### src/rtl/mem_port_arbiter.sv
// mem_port_arbiter
//   Shares one single-port RAM (registered read data) between a CPU port and
//   a debug/dump port. The CPU wins by default. After MAX_WAIT consecutive
//   denied debug cycles the debug port is forced a grant. A registered
//   read-owner tag routes the returning read data to the port that issued the
//   read in the previous cycle.
//
// Ports
//   clock                 system clock, all state on rising edge
//   reset                 synchronous, active-low reset
//   cpu_req/we/addr/wdata CPU request side
//   cpu_gnt               CPU access granted this cycle
//   cpu_rvalid/rdata      CPU read return (rdata holds when rvalid=0)
//   dbg_req/we/addr/wdata debug request side
//   dbg_gnt               debug access granted this cycle
//   dbg_rvalid/rdata      debug read return (rdata holds when rvalid=0)
//   mem_we/addr/din       RAM command, driven from the granted port
//   mem_dout              RAM read data, valid one cycle after the address
module mem_port_arbiter #(
  parameter int unsigned ADDR_W   = 8,
  parameter int unsigned DATA_W   = 16,
  parameter int unsigned MAX_WAIT = 4
) (
  input  logic              clock,
  input  logic              reset,
  input  logic              cpu_req,
  input  logic              cpu_we,
  input  logic [ADDR_W-1:0] cpu_addr,
  input  logic [DATA_W-1:0] cpu_wdata,
  output logic              cpu_gnt,
  output logic              cpu_rvalid,
  output logic [DATA_W-1:0] cpu_rdata,
  input  logic              dbg_req,
  input  logic              dbg_we,
  input  logic [ADDR_W-1:0] dbg_addr,
  input  logic [DATA_W-1:0] dbg_wdata,
  output logic              dbg_gnt,
  output logic              dbg_rvalid,
  output logic [DATA_W-1:0] dbg_rdata,
  output logic              mem_we,
  output logic [ADDR_W-1:0] mem_addr,
  output logic [DATA_W-1:0] mem_din,
  input  logic [DATA_W-1:0] mem_dout
);

  localparam int unsigned WCNT_W = (MAX_WAIT < 1) ? 1 : $clog2(MAX_WAIT + 1);
  localparam logic [WCNT_W-1:0] WCNT_MAX = WCNT_W'(MAX_WAIT);

  typedef enum logic [1:0] {
    OWN_NONE,
    OWN_CPU,
    OWN_DBG
  } owner_t;

  owner_t            owner_q, owner_d;
  logic [WCNT_W-1:0] wcnt, wcnt_d;
  logic [DATA_W-1:0] cpu_rdata_q, dbg_rdata_q;
  logic              force_dbg;

  // Arbitration; everything is gated by reset so nothing reaches the RAM
  // while reset is low.
  always_comb begin
    force_dbg = reset && dbg_req && (wcnt == WCNT_MAX);
    cpu_gnt   = reset && cpu_req && !force_dbg;
    dbg_gnt   = reset && dbg_req && (force_dbg || !cpu_req);
  end

  always_comb begin
    mem_we   = 1'b0;
    mem_addr = '0;
    mem_din  = '0;
    if (cpu_gnt) begin
      mem_we   = cpu_we;
      mem_addr = cpu_addr;
      mem_din  = cpu_wdata;
    end else if (dbg_gnt) begin
      mem_we   = dbg_we;
      mem_addr = dbg_addr;
      mem_din  = dbg_wdata;
    end
  end

  // Next-state for the wait counter and the read-owner tag.
  always_comb begin
    wcnt_d  = '0;
    owner_d = OWN_NONE;
    if (reset) begin
      if (dbg_req && !dbg_gnt)
        wcnt_d = (wcnt == WCNT_MAX) ? wcnt : wcnt + 1'b1;
      if (cpu_gnt && !cpu_we)
        owner_d = OWN_CPU;
      else if (dbg_gnt && !dbg_we)
        owner_d = OWN_DBG;
    end
  end

  always_ff @(posedge clock) begin
    if (!reset) begin
      wcnt    <= '0;
      owner_q <= OWN_NONE;
    end else begin
      wcnt    <= wcnt_d;
      owner_q <= owner_d;
    end
  end

  // Read return: rvalid comes straight from the tag (gated by reset so a
  // read issued just before reset never reports), and the rdata holding
  // registers capture mem_dout only on the owning port's rvalid cycle.
  always_comb begin
    cpu_rvalid = reset && (owner_q == OWN_CPU);
    dbg_rvalid = reset && (owner_q == OWN_DBG);
    cpu_rdata  = '0;
    dbg_rdata  = '0;
    if (reset) begin
      cpu_rdata = cpu_rvalid ? mem_dout : cpu_rdata_q;
      dbg_rdata = dbg_rvalid ? mem_dout : dbg_rdata_q;
    end
  end

  always_ff @(posedge clock) begin
    if (!reset) begin
      cpu_rdata_q <= '0;
      dbg_rdata_q <= '0;
    end else begin
      if (cpu_rvalid) cpu_rdata_q <= mem_dout;
      if (dbg_rvalid) dbg_rdata_q <= mem_dout;
    end
  end

endmodule

### config.mk
export PLATFORM = sky130hd
export DESIGN_NAME = mem_port_arbiter
export DESIGN_NICKNAME = d
export VERILOG_FILES = /design/src/rtl/mem_port_arbiter.sv
export SDC_FILE = /design/constraint.sdc
export NUM_CORES = 1
export LEC_CHECK = 0
export CAP_MARGIN = 20
export CORE_MARGIN = 3
export CORE_UTILIZATION = 37
export CTS_CLUSTER_DIAMETER = 150
export DETAILED_ROUTE_END_ITERATION = 6
export PLACE_DENSITY = 0.81
export SLEW_MARGIN = 40
export SYNTH_ARGS = -nofsm -noshare
export SYNTH_HDL_FRONTEND = slang
export SYNTH_SLANG_ARGS = --single-unit
### constraint.sdc
create_clock -name clock -period 1.55 [get_ports clock]
set_input_delay 0.2325 -clock clock [delete_from_list [all_inputs] [get_ports clock]]
set_output_delay 0.2325 -clock clock [all_outputs]
set_load 0.005 [all_outputs]
==> flow_summary.toml <==
[die]
coreArea_um2 = 5240
start_util_pct = 39.2
fp.dieArea_um2 = 6470
die_h_um = 80.4
ios = 131
fp.dieW_um = 80.4
rows = 26

[final_layout]
multi_input_area_um2 = 1540
fin_nets = 478
final_cell_mix = "clkdlybuf4s50_1 (68), buf_2 (56), nand3_1 (51), nand2_1 (34), dfxtp_1 (33)"
seq_area_um2 = 746
layout-drive-gt1-share_pct = 48.2
num-fill-cells = 307
utilization_pct = 80.7
syn_to_final_growth_pct = 106
final_common_cell = "clkdlybuf4s50_1"
diodes = 0

[worst_setup_path]
path_delay_family = "buffers and inverters"
critPathMaxStageDelay_ns = 0.34
critical_path.endpoint_type = "primary output"
cp.required_ns = 1.32
r2r.worst_path.cells = 8
critical_path.max_fanout = 6
path_buf_inv = 5
startpoint_type = "flip-flop"
cp_cell_sequence = "inv_2 > ha_4 > buf_6 > a21boi_4 > buf_6 > buf_6 > o22ai_2 > buf_2"
cp.depth = 8
path_class = "flip-flop to primary output"
crit_path_frequent_cell = "buf_6"
slowest_stage = "dfxtp_2"
cp.arrival_ns = 1.64

[logic_synthesis]
syn_inst = 240
synth.distinct_cells = 24
synth_seq_cells = 37
ys_warn_count = 0
netlist_area_um2 = 2050
yosysSeqAreaShare_pct = 36.1
synth_fp_nets = 312
avgSynthCellArea_um2 = 8.54

[global_route]
antenna_found_initial = 0
overflow = 0
grt_pass1_vias = 2325
grtUsageTotal_pct = 21.5
grt_pass1_wl_mm = 11.1
grt_max_degree = 47

[sta]
fmax_ghz = 0.534
drv_slew = 0
worstMarginPinSlew_ns = 0.245
skew_ns = 0.00972
finalSetupViolCount = 58
hold_viol = 0
relSlewSlack_pct = 83.6
worst_slack_ns = -0.322
rsz0062_at_grt = "yes"
layout_min_cycle_time_ns = 1.87
fin_crit_sh_pct = 121

[power_and_ir_drop]
peakVddDrop_uv = 743
report.power.total_w = 0.00250
powerDensity_nw_per_um2 = 591
leakagePower_nw = 1.92

[clock_tree]
clk_latency_ns = 0.29
cts_inserted_buffers = 5
root_buffer = "clkbuf_8"
holdBufCountCts = 0
cts.htree.levels = 2
path_clk_slew_ns = 0.07
clock-sinks = 37
cts.path.max_buffers = 2
tritoncts = "done"

[placement]
place_congestion = 0.717
dp_hpwl_mm = 4.80
port_buffers = 130

[detailed_routing]
vias = 2495
wire_per_inst_um = 17.2
drtIter0Drc = 131
vias_per_cell = 5.23
routed_wirelength_mm = 8.21
drt-pass1-iter-count = 4
drc = 0
postRouteAntennaNets = 0

[run_status]
status = "finished with violations"
violations = "setup timing"

[hold_path]
min_path_cells = 3
hold_class = "primary input to flip-flop"

[run]
cap_viol_max_count = 0
## registers in the layout, indices dropped and copies added, names as in the netlist
name and cells:
wcnt 3, dbg_rdata_q 16, cpu_rdata_q 16, owner_q 2
## per-stage QoR
| stage | hold slack [ns] | area, um2 | TNS (ns) | cells | worst slack [ns] |
|---|---|---|---|---|---|
| 3_3_place_gp | 0.462 | 3490 | -16.88 | 437 | -0.477 |
| 6_report | 0.384 | 4230 | -10.04 | 477 | -0.322 |
| 5_1_grt | 0.410 | 4230 | -13.09 | 477 | -0.383 |
| 4_1_cts | 0.330 | 3830 | -12.38 | 462 | -0.287 |
| 2_1_floorplan | 0.302 | 2050 | 0 | 240 | 0.0424 |
| 3_5_place_dp | 0.468 | 3490 | -18.12 | 437 | -0.488 |
## worst paths after layout
path | slack [ns] | from | end
setup reg to reg | 0.09 | wcnt[0] | wcnt[1]
hold reg to reg | 0.48 | cpu_rdata_q[15] | cpu_rdata_q[15]
hold / removal | 0.38 | reset | dbg_rdata_q[1]
setup / recovery | -0.32 | wcnt[0] | mem_din[14]
## worst reg2reg max path, stage by stage (launching register included)
cell and delay [ns]:
dfxtp_2 0.34, inv_2 0.04, ha_4 0.15, buf_6 0.11, a21boi_4 0.23, buf_6 0.15
buf_6 0.10, buf_4 0.10, and4_1 0.17
## Yosys cell counts
cell / number / area [um2]
nor3_2: 1 / 10.0
buf_4: 5 / 37.5
nand2_1: 34 / 128
ha_1: 2 / 25.0
o22ai_1: 15 / 93.8
nor3b_2: 1 / 12.5
and3_1: 1 / 6.26
buf_6: 7 / 78.8
mux2i_1: 32 / 320
nand3_1: 51 / 255
nand2b_1: 1 / 6.26
inv_2: 2 / 7.51
inv_1: 18 / 67.6
dfxtp_1: 37 / 741
nor2_1: 2 / 7.51
or3b_1: 1 / 8.76
a21boi_2: 1 / 11.3
and4_1: 1 / 8.76
clkbuf_1: 2 / 7.51
a21oi_1: 1 / 5.00
buf_2: 12 / 60.1
nor3_1: 1 / 5.00
nand3b_2: 2 / 22.5
o22ai_2: 10 / 125
## routing by layer
metal,global-route usage (%),part of all wire [%]
met5,0,0
met2,39.0,54
met4,6.42,2.0
met1,24.1,36
met3,6.05,7.6
## repair_timing
item	in CTS	in global routing
buffers inserted	16	11
gates resized for setup	242	102
pin swaps	4	5
cloned	1	4
endpoints found under the setup margin	61	61
## power by group
group          leakage [nW]  internal (W)  switching [W]
clock                0.0554      0.000483       0.000350
combinational          1.56      0.000402       0.000277
sequential            0.302      0.000977     0.00000985
total                  1.92       0.00186       0.000637
## cell type report
type / count / area share, %
repair buffers: 185 / 39.5
inverters: 20 / 1.78
well taps: 70 / 2.07
clock inverters: 2 / 0.918
flip-flops and latches: 37 / 17.6
clock buffers: 6 / 1.72
multi-input cells: 157 / 36.3
## logic make-up after synthesis
group	Yosys count	share of synthesized area, %
flip-flops	37	36.1
AND/OR/NAND/NOR	96	22.9
AO/OA/AOI/OAI	27	11.5
multiplexers	32	15.6
buffers and inverters	46	12.6
adder cells (fa/ha/maj)	2	1.22
Power figures use the tool's default switching activity.
